$ cat src/rtl/rps_match_scorer_pkg.sv
`default_nettype none
// ============================================================================
//  Module      : rps_pkg
//  Description : Shared result codes, match state encoding and display glyph
//                indices for the rock-paper-scissors match scorer.
//  Revision    : 1.0 - initial release
// ============================================================================
package rps_pkg;

  // Round outcome as delivered by the round core
  typedef enum logic [1:0] {
    RES_TIE = 2'b00,
    RES_P1  = 2'b01,
    RES_P2  = 2'b10,
    RES_INV = 2'b11
  } result_e;

  // Match progress
  typedef enum logic [1:0] {
    IDLE = 2'b00,
    PLAY = 2'b01,
    OVER = 2'b10
  } state_e;

  // Glyph index fed to the 7-segment decoder
  typedef logic [2:0] glyph_t;

  localparam glyph_t GLY_0     = 3'd0;
  localparam glyph_t GLY_1     = 3'd1;
  localparam glyph_t GLY_2     = 3'd2;
  localparam glyph_t GLY_DASH  = 3'd3;
  localparam glyph_t GLY_BLANK = 3'd4;

  // A round outcome displays as the digit of the player it favours ('0' for a tie)
  function automatic glyph_t result_glyph(input result_e r);
    glyph_t g;
    case (r)
      RES_P1:  g = GLY_1;
      RES_P2:  g = GLY_2;
      RES_TIE: g = GLY_0;
      default: g = GLY_DASH;
    endcase
    return g;
  endfunction

endpackage
`default_nettype wire

$ cat src/rtl/rps_match_scorer_if.sv
`default_nettype none
// ============================================================================
//  Module      : rps_match_scorer_if
//  Description : Round-result input and score/display output bundle of the
//                match scorer. master = round source/observer, slave = scorer.
//  Revision    : 1.0 - initial release
// ============================================================================
interface rps_match_scorer_if #(
  parameter int SCORE_W = 4,
  parameter int ROUND_W = 4
);

  logic               round_valid;
  logic [1:0]         round_result;
  logic               new_match;
  logic [SCORE_W-1:0] p1_score;
  logic [SCORE_W-1:0] p2_score;
  logic [ROUND_W-1:0] rounds_played;
  logic [3:0]         invalid_cnt;
  logic               match_over;
  logic [1:0]         match_winner;
  logic [6:0]         seg;

  modport master (
    output round_valid, round_result, new_match,
    input  p1_score, p2_score, rounds_played, invalid_cnt,
           match_over, match_winner, seg
  );

  modport slave (
    input  round_valid, round_result, new_match,
    output p1_score, p2_score, rounds_played, invalid_cnt,
           match_over, match_winner, seg
  );

endinterface
`default_nettype wire

$ cat src/rtl/rps_match_scorer_seg7_decoder.sv
`default_nettype none
// ============================================================================
//  Module      : seg7_decoder
//  Description : Glyph index to active-high {g,f,e,d,c,b,a} segment pattern.
//                Purely combinational; the caller registers the result.
//  Revision    : 1.0 - initial release
// ============================================================================
module seg7_decoder
  import rps_pkg::*;
(
  input  glyph_t     glyph,
  output logic [6:0] seg
);

  // Lookup of the five glyphs; unused indices show blank
  always_comb begin
    seg = 7'b0000000;
    case (glyph)
      GLY_0:    seg = 7'b0111111;
      GLY_1:    seg = 7'b0000110;
      GLY_2:    seg = 7'b1011011;
      GLY_DASH: seg = 7'b1000000;
      default:  seg = 7'b0000000;
    endcase
  end

endmodule
`default_nettype wire

$ cat src/rtl/rps_match_scorer.sv
`default_nettype none
// ============================================================================
//  Module      : rps_match_scorer
//  Description : Accumulates per-player round wins, runs a first-to-WIN_SCORE
//                match FSM and drives the registered 7-segment result display.
//  Revision    : 1.0 - initial release
// ============================================================================
module rps_match_scorer
  import rps_pkg::*;
#(
  parameter int WIN_SCORE = 3,
  parameter int SCORE_W   = 4,
  parameter int ROUND_W   = 4,
  parameter int BLINK_DIV = 22
) (
  input  wire logic         clk,
  input  wire logic         rst,
  rps_match_scorer_if.slave bus
);

  localparam logic [SCORE_W-1:0] WIN_Q = SCORE_W'(WIN_SCORE);

  state_e               state_q,   state_d;
  logic [SCORE_W-1:0]   p1_q,      p1_d;
  logic [SCORE_W-1:0]   p2_q,      p2_d;
  logic [ROUND_W-1:0]   rounds_q,  rounds_d;
  logic [3:0]           inv_q,     inv_d;
  logic                 over_q,    over_d;
  logic [1:0]           winner_q,  winner_d;
  result_e              last_q,    last_d;
  logic [BLINK_DIV:0]   blink_q,   blink_d;
  logic [6:0]           seg_q,     seg_d;

  logic [SCORE_W-1:0]   p1_inc;
  logic [SCORE_W-1:0]   p2_inc;
  glyph_t               glyph_sel;

  assign p1_inc = p1_q + 1'b1;
  assign p2_inc = p2_q + 1'b1;

  // Next-state and counter update; new_match overrides any round in the same cycle
  always_comb begin
    state_d  = state_q;
    p1_d     = p1_q;
    p2_d     = p2_q;
    rounds_d = rounds_q;
    inv_d    = inv_q;
    over_d   = over_q;
    winner_d = winner_q;
    last_d   = last_q;
    blink_d  = blink_q;

    if (bus.new_match) begin
      state_d  = IDLE;
      p1_d     = '0;
      p2_d     = '0;
      rounds_d = '0;
      inv_d    = '0;
      over_d   = 1'b0;
      winner_d = 2'b00;
      blink_d  = '0;
    end else if (state_q == OVER) begin
      // Rounds are ignored once decided; only the blink timer runs
      blink_d = blink_q + 1'b1;
    end else if (bus.round_valid) begin
      if (result_e'(bus.round_result) == RES_INV) begin
        if (inv_q != 4'hF) inv_d = inv_q + 1'b1;
      end else begin
        if (rounds_q != {ROUND_W{1'b1}}) rounds_d = rounds_q + 1'b1;
        last_d  = result_e'(bus.round_result);
        state_d = PLAY;
        if (result_e'(bus.round_result) == RES_P1) begin
          p1_d = p1_inc;
          if (p1_inc == WIN_Q) begin
            state_d  = OVER;
            over_d   = 1'b1;
            winner_d = 2'b01;
            blink_d  = '0;
          end
        end else if (result_e'(bus.round_result) == RES_P2) begin
          p2_d = p2_inc;
          if (p2_inc == WIN_Q) begin
            state_d  = OVER;
            over_d   = 1'b1;
            winner_d = 2'b10;
            blink_d  = '0;
          end
        end
      end
    end
  end

  // Display glyph follows the post-update state so seg lines up with the counters
  always_comb begin
    glyph_sel = GLY_DASH;
    case (state_d)
      IDLE:    glyph_sel = GLY_DASH;
      PLAY:    glyph_sel = result_glyph(last_d);
      OVER:    glyph_sel = blink_d[BLINK_DIV] ? GLY_BLANK
                         : ((winner_d == 2'b10) ? GLY_2 : GLY_1);
      default: glyph_sel = GLY_DASH;
    endcase
  end

  seg7_decoder u_seg7_decoder (
    .glyph (glyph_sel),
    .seg   (seg_d)
  );

  // State and output registers
  always_ff @(posedge clk or posedge rst) begin
    if (rst) begin
      state_q  <= IDLE;
      p1_q     <= '0;
      p2_q     <= '0;
      rounds_q <= '0;
      inv_q    <= '0;
      over_q   <= 1'b0;
      winner_q <= 2'b00;
      last_q   <= RES_TIE;
      blink_q  <= '0;
      seg_q    <= 7'b1000000;
    end else begin
      state_q  <= state_d;
      p1_q     <= p1_d;
      p2_q     <= p2_d;
      rounds_q <= rounds_d;
      inv_q    <= inv_d;
      over_q   <= over_d;
      winner_q <= winner_d;
      last_q   <= last_d;
      blink_q  <= blink_d;
      seg_q    <= seg_d;
    end
  end

  assign bus.p1_score      = p1_q;
  assign bus.p2_score      = p2_q;
  assign bus.rounds_played = rounds_q;
  assign bus.invalid_cnt   = inv_q;
  assign bus.match_over    = over_q;
  assign bus.match_winner  = winner_q;
  assign bus.seg           = seg_q;

endmodule
`default_nettype wire

$ cat src/flat_wrapper.sv
// flat-port wrapper written by rule: the top's interface ports become plain ports
module rps_match_scorer_flat import rps_pkg::*;
#(
  parameter int WIN_SCORE = 3,
  parameter int SCORE_W   = 4,
  parameter int ROUND_W   = 4,
  parameter int BLINK_DIV = 22
)
  (clk, rst, bus_round_valid, bus_round_result, bus_new_match, bus_p1_score, bus_p2_score, bus_rounds_played, bus_invalid_cnt, bus_match_over, bus_match_winner, bus_seg);
  rps_match_scorer_if #(.SCORE_W(SCORE_W), .ROUND_W(ROUND_W)) bus_i ();
  input  wire logic clk;
  input  wire logic rst;
  input wire logic [$bits(bus_i.round_valid)-1:0] bus_round_valid;
  input wire logic [$bits(bus_i.round_result)-1:0] bus_round_result;
  input wire logic [$bits(bus_i.new_match)-1:0] bus_new_match;
  output wire logic [$bits(bus_i.p1_score)-1:0] bus_p1_score;
  output wire logic [$bits(bus_i.p2_score)-1:0] bus_p2_score;
  output wire logic [$bits(bus_i.rounds_played)-1:0] bus_rounds_played;
  output wire logic [$bits(bus_i.invalid_cnt)-1:0] bus_invalid_cnt;
  output wire logic [$bits(bus_i.match_over)-1:0] bus_match_over;
  output wire logic [$bits(bus_i.match_winner)-1:0] bus_match_winner;
  output wire logic [$bits(bus_i.seg)-1:0] bus_seg;
  assign bus_i.round_valid = bus_round_valid;
  assign bus_i.round_result = bus_round_result;
  assign bus_i.new_match = bus_new_match;
  assign bus_p1_score = bus_i.p1_score;
  assign bus_p2_score = bus_i.p2_score;
  assign bus_rounds_played = bus_i.rounds_played;
  assign bus_invalid_cnt = bus_i.invalid_cnt;
  assign bus_match_over = bus_i.match_over;
  assign bus_match_winner = bus_i.match_winner;
  assign bus_seg = bus_i.seg;
  rps_match_scorer #(.WIN_SCORE(WIN_SCORE), .SCORE_W(SCORE_W), .ROUND_W(ROUND_W), .BLINK_DIV(BLINK_DIV)) u_core (.clk(clk), .rst(rst), .bus(bus_i));
endmodule
$ cat config.mk
export PLATFORM = sky130hd
export DESIGN_NAME = rps_match_scorer_flat
export DESIGN_NICKNAME = d
export VERILOG_FILES = /design/src/rtl/rps_match_scorer_pkg.sv /design/src/rtl/rps_match_scorer_if.sv /design/src/rtl/rps_match_scorer_seg7_decoder.sv /design/src/rtl/rps_match_scorer.sv /design/src/flat_wrapper.sv
export SDC_FILE = /design/constraint.sdc
export NUM_CORES = 1
export LEC_CHECK = 0
export CAP_MARGIN = 20
export CORE_MARGIN = 1
export CORE_UTILIZATION = 60
export CTS_BUF_LIST = sky130_fd_sc_hd__clkbuf_8
export CTS_CLUSTER_DIAMETER = 150
export DETAILED_ROUTE_END_ITERATION = 6
export GPL_TIMING_DRIVEN = 1
export PLACE_DENSITY = 0.93
export SYNTH_ARGS = -nofsm -noshare
export SYNTH_HDL_FRONTEND = slang
export SYNTH_SLANG_ARGS = --single-unit
$ cat constraint.sdc
create_clock -name clk -period 5.5 [get_ports clk]
set_input_delay 0.55 -clock clk [delete_from_list [all_inputs] [get_ports clk]]
set_output_delay 0.55 -clock clk [all_outputs]
set_load 0.03 [all_outputs]
==> Word-level counts from Yosys, hierarchy flattened <==
Index checks and enable logic that the tools add are counted.
{ "classes": {"reduce_logical": 19, "mux": 62, "add_sub_neg": 5, "eq_ne": 22} }
{ "op_table": {"columns": ["op", "n"], "rows": [
  ["$mux W23", 8],
  ["$mux W4", 21],
  ["$mux W2", 21],
  ["$pmux W7 S4", 1],
  ["$add A23 B1 Y23 const B", 1],
  ["$add A4 B1 Y4 const B", 4],
  ["$eq A2 B2 Y1 const B", 6],
  ["$reduce_and A4 Y1", 3],
  ["$reduce_bool A2 Y1", 6],
  ["$reduce_and A5 Y1", 2],
  ["$reduce_bool A3 Y1", 3],
  ["$eq A4 B2 Y1 const B", 2],
  ["$mux W1", 8],
  ["$ne A4 B4 Y1 const B", 2],
  ["$reduce_bool A4 Y1", 2],
  ["$eq A2 B1 Y1 const B", 3],
  ["$eq A3 B2 Y1 const B", 2],
  ["$ne A2 B2 Y1 const B", 3],
  ["$pmux W2 S3", 1],
  ["$pmux W3 S2", 1],
  ["$reduce_and A6 Y1", 1],
  ["$ne A4 B3 Y1 const B", 1],
  ["$eq A3 B1 Y1 const B", 1],
  ["$logic_not A3 Y1", 1],
  ["other kinds (4)", 4]
]} }
{ "word_totals": {"reg_bits": 53, "wordCells": 119, "output_inout_bits": 26, "in_bits": 6} }

==> Depth between registers and ports, before layout <==
Gate-level depths: netlist (run 1).
{ "logic_depth": {"depth_word": 15, "depth_mapped": 13, "mapped_depth_nobuf": 12} }

==> Modules after synthesis <==
Synthesis (run 1) repeated with hierarchy kept, for this count alone.
{ "hier_totals": {"hier_cells": 295, "area_unflattened_um2": 2797.7} }
{ "by_module_without_submodules": {"columns": ["module", "cells_per_inst", "area_each_um2", "seq_area_each_um2", "instances"], "rows": [
  ["rps_match_scorer", 288, 2753.9, 1327.5, 1],
  ["seg7_decoder", 7, 43.8, 0.0, 1]
]} }

==> Worst setup path after synthesis (run 1) <==
Ideal clock, no wire load.
{ "synth_path": {"path_type": "flip-flop to flip-flop", "from": "reg u_core.p2_q[0] (netlist: u_core.bus.p2_score[0])", "to": "reg u_core.seg_q[1] (netlist: u_core.bus.seg[1])", "path_slack_ns": 2.629, "synth_period_minus_slack_ns": 2.871, "required_ns": 5.424, "arrival_ns": 2.794, "path_stages_with_launch": 12, "path_buffers": 2, "setup_ns": 0.076, "cell_sequence": "dfrtp_1 > ha_1 > xor2_1 > a2111oi_4 > a211oi_2 > buf_6 > buf_4 > o21ai_1 > ha_1 > a21o_1 > mux2_2 > o21ai_1"} }
{ "synth_via": {"elab_chain_cells": 15, "word_cells_on_any_way": 34, "cone_classes": "add/sub (1); eq/ne (7); mux (25); reduce/logical (1)"} }
{ "synth_lines": {"columns": ["item", "line", "text"], "rows": [
  ["from (decl)", "rps_match_scorer.sv:25", "logic [SCORE_W-1:0] p2_q, p2_d;"],
  ["from (signal assigned)", "rps_match_scorer.sv:126", "p2_q <= p2_d;"],
  ["$add A4 B1 Y4 *", "rps_match_scorer.sv:39", "assign p2_inc = p2_q + 1'b1;"],
  ["$eq A4 B2 Y1 *", "rps_match_scorer.sv:82", "if (p2_inc == WIN_Q) begin"],
  ["$mux W2", "rps_match_scorer.sv:82", null],
  ["$mux W2", "rps_match_scorer.sv:80", "end else if (result_e'(bus.round_result) == RES_P2) begin"],
  ["$mux W2", "rps_match_scorer.sv:72", "if (result_e'(bus.round_result) == RES_P1) begin"],
  ["$mux W2", "rps_match_scorer.sv:66", "if (result_e'(bus.round_result) == RES_INV) begin"],
  ["$mux W2", "rps_match_scorer.sv:65", "end else if (bus.round_valid) begin"],
  ["$mux W2", "rps_match_scorer.sv:62", "end else if (state_q == OVER) begin"],
  ["$mux W2", "rps_match_scorer.sv:53", "if (bus.new_match) begin"],
  ["$eq A2 B2 Y1", "rps_match_scorer.sv:100", ": ((winner_d == 2'b10) ? GLY_2 : GLY_1);"],
  ["$mux W2", "rps_match_scorer.sv:100", null],
  ["$mux W3", "rps_match_scorer.sv:99", "OVER: glyph_sel = blink_d[BLINK_DIV] ? GLY_BLANK"],
  ["$pmux W3 S2 *", "rps_match_scorer.sv:96", "case (state_d)"],
  ["$eq A3 B2 Y1, or another cell as far along", "rps_match_scorer_seg7_decoder.sv:18", "case (glyph)"],
  ["$pmux W7 S4 *", "rps_match_scorer_seg7_decoder.sv:18", null],
  ["named net u_core.seg_d[1]", "rps_match_scorer.sv:32", "logic [6:0] seg_q, seg_d;"],
  ["to (signal assigned)", "rps_match_scorer.sv:133", "seg_q <= seg_d;"],
  ["to (decl)", "rps_match_scorer.sv:32", null]
]} }
The timed path passes the listed nets; every way through them passes the cells marked *. The select of a mux whose other input is x is not followed.
A chain may end at the register's enable or synchronous reset.

==> Final worst setup path (run 1) <==
{ "layout_path": {"from": "in bus_new_match", "to": "reg u_core.seg_q[2] (netlist: u_core.bus.seg[2])"} }
{ "layout_via": {"elab_chain_cells": 7, "word_cells_on_any_way": 19, "cone_classes": "eq/ne (8); mux (9); reduce/logical (2)"} }
{ "layout_lines": {"columns": ["item", "line", "text"], "rows": [
  ["from (decl)", "flat_wrapper.sv:15", "input wire logic [$bits(bus_i.new_match)-1:0] bus_new_match;"],
  ["$mux W2", "rps_match_scorer.sv:53", null],
  ["$eq A2 B2 Y1", "rps_match_scorer.sv:100", null],
  ["$mux W2", "rps_match_scorer.sv:100", null],
  ["$mux W3", "rps_match_scorer.sv:99", null],
  ["$pmux W3 S2 *", "rps_match_scorer.sv:96", null],
  ["$eq A3 B2 Y1, or another cell as far along", "rps_match_scorer_seg7_decoder.sv:18", null],
  ["$pmux W7 S4 *", "rps_match_scorer_seg7_decoder.sv:18", null],
  ["named net u_core.seg_d[2]", "rps_match_scorer.sv:32", null]
]} }
The timed path passes the listed nets; every way through them passes the cells marked *.

==> impl_metrics.env, run 1 <==
export IMPL_drt_iter0_markers=232
export IMPL_cts_root_buffer="clkbuf_8"
export IMPL_fp_dieW_um=69.8
export IMPL_cts_buffers=5
export IMPL_syn_avg_cell_area_um2=9.71
export IMPL_min_path_type="flip-flop to flip-flop"
export IMPL_synth_top_area_share=0.454
export IMPL_ys_types=53
export IMPL_antenna_found_initial=0
export IMPL_slew_headroom=0.408
export IMPL_skew_ps=8.97
export IMPL_grt_overflow_total=0
export IMPL_row_count=24
export IMPL_routed_wl_um=5660
export IMPL_dr_total_vias=2149
export IMPL_worstSetupPathType="primary input to flip-flop"
export IMPL_crit_start="bus_new_match"
export IMPL_cts_tree="built"
export IMPL_gp_congestion=0.759
export IMPL_fmax_ghz=0.302
export IMPL_setup_tns_ps=0
export IMPL_vias_per_cell=5.87
export IMPL_tightest_slew_ps=885
export IMPL_synth_seq_area_share=0.463
export IMPL_start_util=0.629
export IMPL_rsz0062_at_grt="no"
export IMPL_synth_seq_cells=51
export IMPL_postRouteAntennaNets=0
export IMPL_worstPathArrival_ps=3520
export IMPL_status="finished, final reports clean"
export IMPL_stdcell_area_mm2=0.00323
export IMPL_yosys_warnings=0
export IMPL_ctsLongestPathBuffers=2
export IMPL_grt_pass1_vias=2081
export IMPL_grt_max_degree=52
export IMPL_avgRoutedWirePerCell_um=15.5
export IMPL_dieArea_mm2=0.00487
export IMPL_ir_worst_vdd_mv=0.204
export IMPL_groute_usage_overall=0.256
export IMPL_dr_pass1_iters=4
export IMPL_clkLatencyLatePin_ps=310
export IMPL_rrSetupSlack_ps=2560
export IMPL_htreeDepth=2
export IMPL_cap_violations=0
export IMPL_end_kind="flip-flop"
export IMPL_path_max_fanout=25
export IMPL_ys_flop_type="dfrtp_1"
export IMPL_placedInstanceArea_mm2=0.00308
export IMPL_die_height_um=69.8
export IMPL_core_area_mm2=0.00438
export IMPL_dp_slack_ps=1940
export IMPL_clk_pin_slew_worst_paths_ps=90
export IMPL_syn_to_final_growth_pct=17.2
export IMPL_cts_setup_buffers=0
export IMPL_dpl_cell_count=357
export IMPL_pin_count=32
export IMPL_final_hold_viol_count=0
export IMPL_drive_gt1_frac=0.0892
export IMPL_finalNetCount=328
export IMPL_p_per_area_mw_per_mm2=251
export IMPL_antenna_cells=0
export IMPL_cp_required_ps=5710
export IMPL_stdcell_count=366
export IMPL_cts_sinks=51
export IMPL_synthTopCellsByArea="dfrtp_1 45%, nor2_1 5.0%, xnor2_1 4.1%, ha_1 4.1%, xor2_1 3.5%"
export IMPL_finalCritPeriodShare=0.602
export IMPL_ff2ff_path_depth=10
export IMPL_layout_setup_ws_ps=2190
export IMPL_num_fill_cells=296
export IMPL_min_period_ps=3310
export IMPL_synth_async_sr_flop_share=1.00
export IMPL_slew_violations=0
export IMPL_p_leak_nw=1.39
export IMPL_grt_pass1_wl_um=9800
export IMPL_crit_end="u_core.bus.seg[2]$_DFF_PP0_"
export IMPL_r2r_start="u_core.bus.p2_score[0]$_DFFE_PP0P_"
export IMPL_setup_viol=0
export IMPL_synth_area_leader_cell="dfrtp_1"
export IMPL_syn_area_mm2=0.00276
export IMPL_drc=0
export IMPL_cts_resized=0
export IMPL_r2r_end="u_core.bus.seg[2]$_DFF_PP0_"
export IMPL_syn_inst=284
export IMPL_critPathLaunchType="primary input"
export IMPL_synth_net_count=299
export IMPL_dp_hpwl_um=3750
export IMPL_synth_edf_count=0
export IMPL_port_buffers=31
export IMPL_hold_buffers=0
critical path, cell delays in order:
cell and delay (ps):
clkdlybuf4s50_1 860, inv_1 420, nand2_1 110, a211oi_2 150, buf_4 290, o21ai_1 150
ha_1 340, a21o_1 220, or2_1 240, o22ai_1 180
how the worst min path moves through the flow:
stage                                   startpoint                                end  slack (ps)  depth (start not counted)
global placement    u_core.blink_q[11]$_DFFE_PP0P_     u_core.blink_q[11]$_DFFE_PP0P_         470                          1
CTS                 u_core.blink_q[11]$_DFFE_PP0P_     u_core.blink_q[11]$_DFFE_PP0P_         490                          1
global route                                   rst  u_core.bus.match_over$_DFFE_PP0P_         520                          2
floorplan           u_core.blink_q[11]$_DFFE_PP0P_     u_core.blink_q[11]$_DFFE_PP0P_         450                          1
detailed placement  u_core.blink_q[11]$_DFFE_PP0P_     u_core.blink_q[11]$_DFFE_PP0P_         480                          1
finish              u_core.blink_q[11]$_DFFE_PP0P_     u_core.blink_q[11]$_DFFE_PP0P_         490                          1
layout make-up:
| type | count | area [µm²] | area share |
|---|---|---|---|
| clock buffers | 5 | 68.8 | 0.0213 |
| clock inverters | 3 | 63.8 | 0.0198 |
| inverters | 13 | 48.8 | 0.0151 |
| multi-input cells | 209 | 1370 | 0.424 |
| flip-flops and latches | 51 | 1280 | 0.395 |
| well taps | 52 | 65.1 | 0.0201 |
| repair buffers | 33 | 338 | 0.105 |
cell usage in the layout, fill, tap and decap left out, drive strengths merged, types with 4 or more instances in the layout:
cell type      netlist  routed
dfrtp               50      50
nor2                38      38
clkdlybuf4s50        0      31
nand2               24      24
o21ai               17      17
nand3               14      14
inv                 13      14
xnor2               13      13
xor2                12      12
and3                 9       9
nand4                9       9
a21oi                9       9
ha                   9       9
nor3                 8       8
a21o                 5       5
clkbuf               4       5
a211oi               4       4
synth_stat cells (all sizes together), types with 2 or more instances:
cell,n
dfrtp,50
nor2,38
nand2,24
o21ai,17
nand3,14
inv,13
xnor2,13
xor2,12
a21oi,9
and3,9
ha,9
nand4,9
nor3,8
buf,7
a21o,5
a211oi,4
clkbuf,4
a31oi,3
nand2b,3
nand3b,3
nor2b,3
o22ai,3
mux2,2
o31ai,2
or3,2
state kept, by name (all words and copies together) (netlist names):
| signal | count |
|---|---|
| u_core.bus.invalid_cnt | 4 |
| u_core.state_q | 2 |
| u_core.blink_q | 23 |
| u_core.bus.match_winner | 2 |
| u_core.bus.seg | 5 |
| u_core.last_q | 2 |
| u_core.bus.p2_score | 4 |
| u_core.bus.rounds_played | 4 |
| u_core.bus.match_over | 1 |
| u_core.bus.p1_score | 4 |
logic make-up (layout without fill, tap and decap cells):
kind of cell,Yosys count,after routing,share of synthesized area
AOI/OAI and AO/OA,52,52,0.128
xor gates and xnor gates,25,25,0.0821
adders and majority gates,9,9,0.0408
buffers and inverters,24,54,0.0404
DFF,51,51,0.463
muxes,3,3,0.0118
and+or+nand+nor,120,120,0.234
power by group:
group / switching, mW / leakage (nW) / internal (mW) / total, mW
clock: 0.123 / 0.0695 / 0.180 / 0.303
combinational: 0.0662 / 0.631 / 0.0421 / 0.108
sequential: 0.0102 / 0.692 / 0.388 / 0.398
routing by layer:
metal | wire (µm) | up-vias | GRT usage
met5 | 0 | - | 0
met4 | 143 | 0 | 0.102
met3 | 249 | 16 | 0.0538
met2 | 2690 | 51 | 0.406
met1 | 2580 | 1035 | 0.346
li1 | - | 1047 | -
per-stage QoR:
stage,hold slack (ps),total power [mW],utilization
after floorplan,452,0.475,-
after global placement,471,0.509,0.702
after detailed placement,481,0.511,0.702
after CTS,494,0.811,0.732
after global routing,521,0.839,0.737
final,494,0.810,0.737
(Power assumes the default switching activity.)
==> run 2: changes to the inputs <==
- CORE_UTILIZATION: 60 -> 52
- PLACE_DENSITY: 0.93 -> 0.86
- clock period: 5.5 -> 2.7 ns (I/O delays scaled with it)
==> run 2 against run 1 <==
  * Via count is 1.0% higher
  * Combinational power is 110% higher
  * Die area is 15% higher
  * First-iteration DRC count down 48%
==> impl_metrics.env, run 2 (synthesis results as in run 1) <==
export IMPL_status="finished, final reports clean"
export IMPL_htreeDepth=2
export IMPL_top_register="u_core.blink_q"
export IMPL_routed_wl_um=5350
export IMPL_finalCritPeriodShare=0.933
export IMPL_avgRoutedWirePerCell_um=13.7
export IMPL_end_kind="flip-flop"
export IMPL_critPathLaunchType="flip-flop"
export IMPL_setup_viol=0
export IMPL_cap_violations=0
export IMPL_min_path_type="primary input to asynchronous set/reset pin"
export IMPL_drc=0
export IMPL_drive_gt1_frac=0.131
export IMPL_power_mw=1.45
export IMPL_slew_headroom=0.580
export IMPL_antenna_cells=0
export IMPL_p_int_mw=1.05
export IMPL_drt_iter0_markers=120
export IMPL_final_hold_viol_count=0
export IMPL_grt_pass1_wl_um=9150
export IMPL_row_count=26
export IMPL_dieArea_mm2=0.00560
export IMPL_vias_per_cell=5.57
export IMPL_core_area_mm2=0.00511
export IMPL_dr_pass1_iters=4
export IMPL_cts_root_buffer="clkbuf_8"
export IMPL_clkLatencyLatePin_ps=300
export IMPL_fmax_ghz=0.397
export IMPL_gp_congestion=0.794
export IMPL_final_common_cell="dfrtp_1"
export IMPL_port_buffers=31
export IMPL_grt_overflow_total=0
export IMPL_fp_dieW_um=74.8
export IMPL_cp_required_ps=2930
export IMPL_cts_buffers=5
export IMPL_syn_to_final_growth_pct=18.6
export IMPL_antenna_found_initial=0
export IMPL_worstSetupPathType="flip-flop to flip-flop"
export IMPL_largest_register_ff_count=23
export IMPL_start_util=0.540
export IMPL_clk_pin_slew_worst_paths_ps=90
export IMPL_grt_max_degree=52
export IMPL_ctsLongestPathBuffers=2
export IMPL_grt_pass1_vias=2037
export IMPL_postRouteAntennaNets=0
export IMPL_cts_tree="built"
export IMPL_rsz0062_at_grt="no"
export IMPL_cts_sinks=51
export IMPL_combPwrFrac=0.155
export IMPL_utilization=0.640
export IMPL_p_sw_mw=0.395
export IMPL_p_per_area_mw_per_mm2=443
export IMPL_final_cell_mix="46 x dfrtp_1, 37 x nor2_1, 31 x clkdlybuf4s50_1"
export IMPL_pin_count=32
export IMPL_p_leak_nw=1.39
export IMPL_dr_total_vias=2171
export IMPL_dp_hpwl_um=3850
export IMPL_skew_ps=8.35
export IMPL_path_max_fanout=7
export IMPL_power_frac_seq=0.560
export IMPL_min_period_ps=2520
export IMPL_die_height_um=74.8
export IMPL_ir_worst_vdd_mv=0.465
export IMPL_power_switching_share=0.272
export IMPL_worstPathArrival_ps=2750
export IMPL_groute_usage_overall=0.215
export IMPL_tightest_slew_ps=628
export IMPL_clockPowerShare=0.285
export IMPL_whs_ps=434
export IMPL_hold_buffers=0
export IMPL_finalNetCount=334
export IMPL_slew_violations=0
## run 2: cell types whose count changed in the layout (fill, tap and decap cells not counted), moves of 2 or more
cell,previous run,this run
buf_4,1,8
bufinv_16,2,0
dfrtp_1,50,46
dfrtp_2,0,4
ha_1,9,7
## run 2: area by class of cell
class	instances	area, µm²
multi-input combinational	209	1400
fill	409	1840
clock buffer	5	68.8
timing repair buffer	39	370
inverter	13	48.8
sequential	51	1280
clock inverter	3	12.5
tap	70	87.6
## run 2: power groups by stage
stage / clock network, mW / registers, mW / logic, mW
after floorplan: 0 / 0.865 / 0.104
after global placement: 0 / 0.826 / 0.219
after detailed placement: 0 / 0.827 / 0.226
after CTS: 0.426 / 0.812 / 0.227
after global routing: 0.457 / 0.815 / 0.246
final: 0.413 / 0.812 / 0.225
## run 2: metrics by stage
step	setup slack, ps	area (µm²)	std cells	setup TNS (ps)
after floorplan	8.84	2790	284	0
after global placement	99.2	3180	382	0
after detailed placement	-102	3180	382	-185
after CTS	5.74	3260	390	0
after global routing	44.7	3270	390	0
final	181	3270	390	0
## run 2: path summary, 6_finish.rpt
check                                                     end  cells past startpoint                               start  slack [ps]
min                            u_core.blink_q[10]$_DFFE_PP0P_                      3                                 rst         430
max                               u_core.bus.seg[1]$_DFF_PP0_                     10  u_core.bus.p2_score[0]$_DFFE_PP0P_         180
max in group asynchronous  u_core.bus.p1_score[1]$_DFFE_PP0P_                      3                                 rst        1820
min in group clk               u_core.blink_q[11]$_DFFE_PP0P_                      1      u_core.blink_q[11]$_DFFE_PP0P_         500
min reg2reg                    u_core.blink_q[11]$_DFFE_PP0P_                      1      u_core.blink_q[11]$_DFFE_PP0P_         500
max reg2reg                       u_core.bus.seg[1]$_DFF_PP0_                     10  u_core.bus.p2_score[0]$_DFFE_PP0P_         180
## run 2: repair_timing
action,CTS,global route
gates resized for setup,0,2
buffers inserted,0,0
endpoints found under the setup margin,0,2
## run 2: per-layer routing
metal / global-route usage / routed length (µm) / share of wire
met3: 0.0455 / 252 / 0.047
met5: 0 / 0 / 0
met4: 0.0671 / 74 / 0.014
met2: 0.344 / 2570 / 0.48
met1: 0.294 / 2450 / 0.46
## run 2: worst max-delay path: stages, from the launching register on
cell,delay [ps]
dfrtp_2,470
ha_4,190
xor2_2,190
a211oi_2,260
a21o_1,160
nand2_1,80
a21oi_2,170
ha_1,280
a21o_1,220
mux2_2,270
o21ai_1,130
==> run 3: changes to the inputs <==
- CORE_UTILIZATION: 52 -> 59
- DONT_BUFFER_PORTS: unset -> 1
- TNS_END_PERCENT: unset -> 1
==> run 3 against run 2 <==
  * Sequential power up 5.7%
  * Largest power group unchanged
  * Worst hold slack got worse by 440 ps
  * Critical path type unchanged
  * The flow now finishes with violations (hold timing)
  * Count of clock-buffer cells in the layout rose by 1
  * Utilization rose by 3.5 points
  * Worst setup slack worse by 64 ps
  * Highest routed layer unchanged
  * Clock power grew 33%
  * Wire length up 0.49%
  * Flip-flop and latch count is the same
==> impl_metrics.env, run 3 (synthesis results as in run 1) <==
export IMPL_use_met3=0.0476
export IMPL_core_area_mm2=0.00441
export IMPL_min_period_ps=2580
export IMPL_groute_usage_overall=0.238
export IMPL_final_common_cell="dfrtp_1"
export IMPL_setup_tns_ps=0
export IMPL_drive_gt1_frac=0.155
export IMPL_antenna_found_initial=0
export IMPL_gp_congestion=0.784
export IMPL_critPathLaunchType="flip-flop"
export IMPL_worstPathArrival_ps=2810
export IMPL_r2r_end="u_core.bus.seg[1]$_DFF_PP0_"
export IMPL_rsz0062_at_grt="no"
export IMPL_ir_worst_vdd_mv=0.349
export IMPL_final_hold_viol_count=8
export IMPL_dp_hpwl_um=3710
export IMPL_cpMaxStageDelayCell="dfrtp_2"
export IMPL_slew_violations=0
export IMPL_skew_ps=9.93
export IMPL_fp_dieW_um=70.4
export IMPL_slew_headroom=0.461
export IMPL_antenna_cells=0
export IMPL_dr_pass1_iters=4
export IMPL_violations="hold timing"
export IMPL_whs_ps=-7.31
export IMPL_r2r_start="u_core.bus.p2_score[1]$_DFFE_PP0P_"
export IMPL_crit_end="u_core.bus.seg[1]$_DFF_PP0_"
export IMPL_grt_max_degree=40
export IMPL_placedInstanceArea_mm2=0.00286
export IMPL_top_register="u_core.blink_q"
export IMPL_fmax_ghz=0.387
export IMPL_worstSetupPathType="flip-flop to flip-flop"
export IMPL_min_path_type="primary input to asynchronous set/reset pin"
export IMPL_busiest_layer="met2"
export IMPL_postRouteAntennaNets=0
export IMPL_dieArea_mm2=0.00495
export IMPL_tightest_slew_ps=807
export IMPL_grtUsageMet1=0.306
export IMPL_final_cell_mix="46 x dfrtp_1, 37 x nor2_1, 24 x nand2_1"
export IMPL_drc=0
export IMPL_crit_start="u_core.bus.p2_score[1]$_DFFE_PP0P_"
export IMPL_start_util=0.625
export IMPL_dp_slack_ps=124
export IMPL_row_count=24
export IMPL_cp_cell_sequence="ha_4 > xor2_2 > a211oi_2 > a21o_1 > nand2_1 > a21oi_2 > ha_1 > a21o_1 > mux2_2 > o21ai_1"
export IMPL_layout_setup_ws_ps=117
export IMPL_drt_iter0_markers=100
export IMPL_p_per_area_mw_per_mm2=511
export IMPL_largest_register_ff_count=23
export IMPL_pin_count=32
export IMPL_status="finished, violations left"
export IMPL_p_leak_nw=1.30
export IMPL_cts_buffers=5
export IMPL_finalNetCount=304
export IMPL_cap_violations=0
export IMPL_use_met2=0.400
export IMPL_crit_top_cell="a21o_1"
export IMPL_power_mw=1.52
export IMPL_finalCritPeriodShare=0.957
export IMPL_cp_required_ps=2930
export IMPL_htreeDepth=2
export IMPL_vias_per_cell=6.17
export IMPL_cpPeakStageDelay_ps=480
export IMPL_end_kind="flip-flop"
export IMPL_grt_pass1_wl_um=9410
export IMPL_cts_sinks=51
export IMPL_dr_total_vias=2109
export IMPL_clkLatencyLatePin_ps=300
export IMPL_cts_root_buffer="clkbuf_8"
export IMPL_avgRoutedWirePerCell_um=15.7
export IMPL_path_max_fanout=7
export IMPL_ff2ff_path_depth=10
export IMPL_cts_tree="built"
export IMPL_stdcell_area_mm2=0.00298
export IMPL_rrSetupSlack_ps=120
export IMPL_grt_pass1_vias=2133
export IMPL_setup_viol=0
export IMPL_clk_pin_slew_worst_paths_ps=90
export IMPL_syn_to_final_growth_pct=8.12
export IMPL_routed_wl_um=5370
export IMPL_grt_overflow_total=0
export IMPL_port_buffers=0
export IMPL_ctsLongestPathBuffers=2
export IMPL_die_height_um=70.4
[run 3: routing by layer]
layer | part of all wire | vias to the layer above | routed length, µm
li1 | - | 991 | -
met1 | 0.44 | 1053 | 2360
met2 | 0.50 | 60 | 2700
met3 | 0.048 | 5 | 260
met4 | 0.011 | 0 | 57
met5 | 0 | - | 0
[run 3: how the worst min path moves through the flow]
stage	from	endpoint	slack (ps)	depth (start not counted)
6_report	rst	u_core.bus.p2_score[3]$_DFFE_PP0P_	-7	1
5_1_grt	bus_new_match	u_core.bus.p2_score[0]$_DFFE_PP0P_	3	1
4_1_cts	bus_new_match	u_core.bus.p2_score[0]$_DFFE_PP0P_	20	1
3_5_place_dp	bus_new_match	u_core.bus.p2_score[0]$_DFFE_PP0P_	340	1
3_3_place_gp	rst	u_core.bus.p2_score[3]$_DFFE_PP0P_	340	1
2_1_floorplan	bus_round_result[0]	u_core.last_q[0]$_DFF_PP0_	440	1
[run 3: layout make-up]
type | instances | area, µm²
timing repair buffer | 9 | 67.6
fill | 340 | 1430
sequential | 51 | 1280
multi-input combinational | 209 | 1400
inverter | 13 | 48.8
clock inverter | 2 | 35.0
tap | 52 | 65.1
clock buffer | 6 | 82.6
[run 3: what timing repair did]
item	CTS	global route
endpoints found under the setup margin	1	1
resized for setup	1	1
hold endpoints to repair	0	0
pin swaps	0	0
setup buffers	0	0
hold buffers	0	0
[run 3: power breakdown]
group	switching, mW	internal, mW	leakage [nW]
clock network	0.249	0.300	0.0612
registers	0.0672	0.790	0.686
logic	0.0734	0.0424	0.548
[run 3: worst max-delay path, delay by kind of cell, from the launching register on]
kind	cells	cell delay, ps
fa+ha+maj	2	470
compound gates	5	1010
mux	1	280
flops	1	480
simple gates	1	80
xor+xnor	1	190
[run 3: per-stage QoR]
stage / utilization / cells / hold WS, ps
after global placement: 0.647 / 334 / 336
after detailed placement: 0.647 / 334 / 338
final: 0.675 / 342 / -7.31
after global routing: 0.675 / 342 / 2.70
after CTS: 0.675 / 342 / 15.6
after floorplan: - / 284 / 440
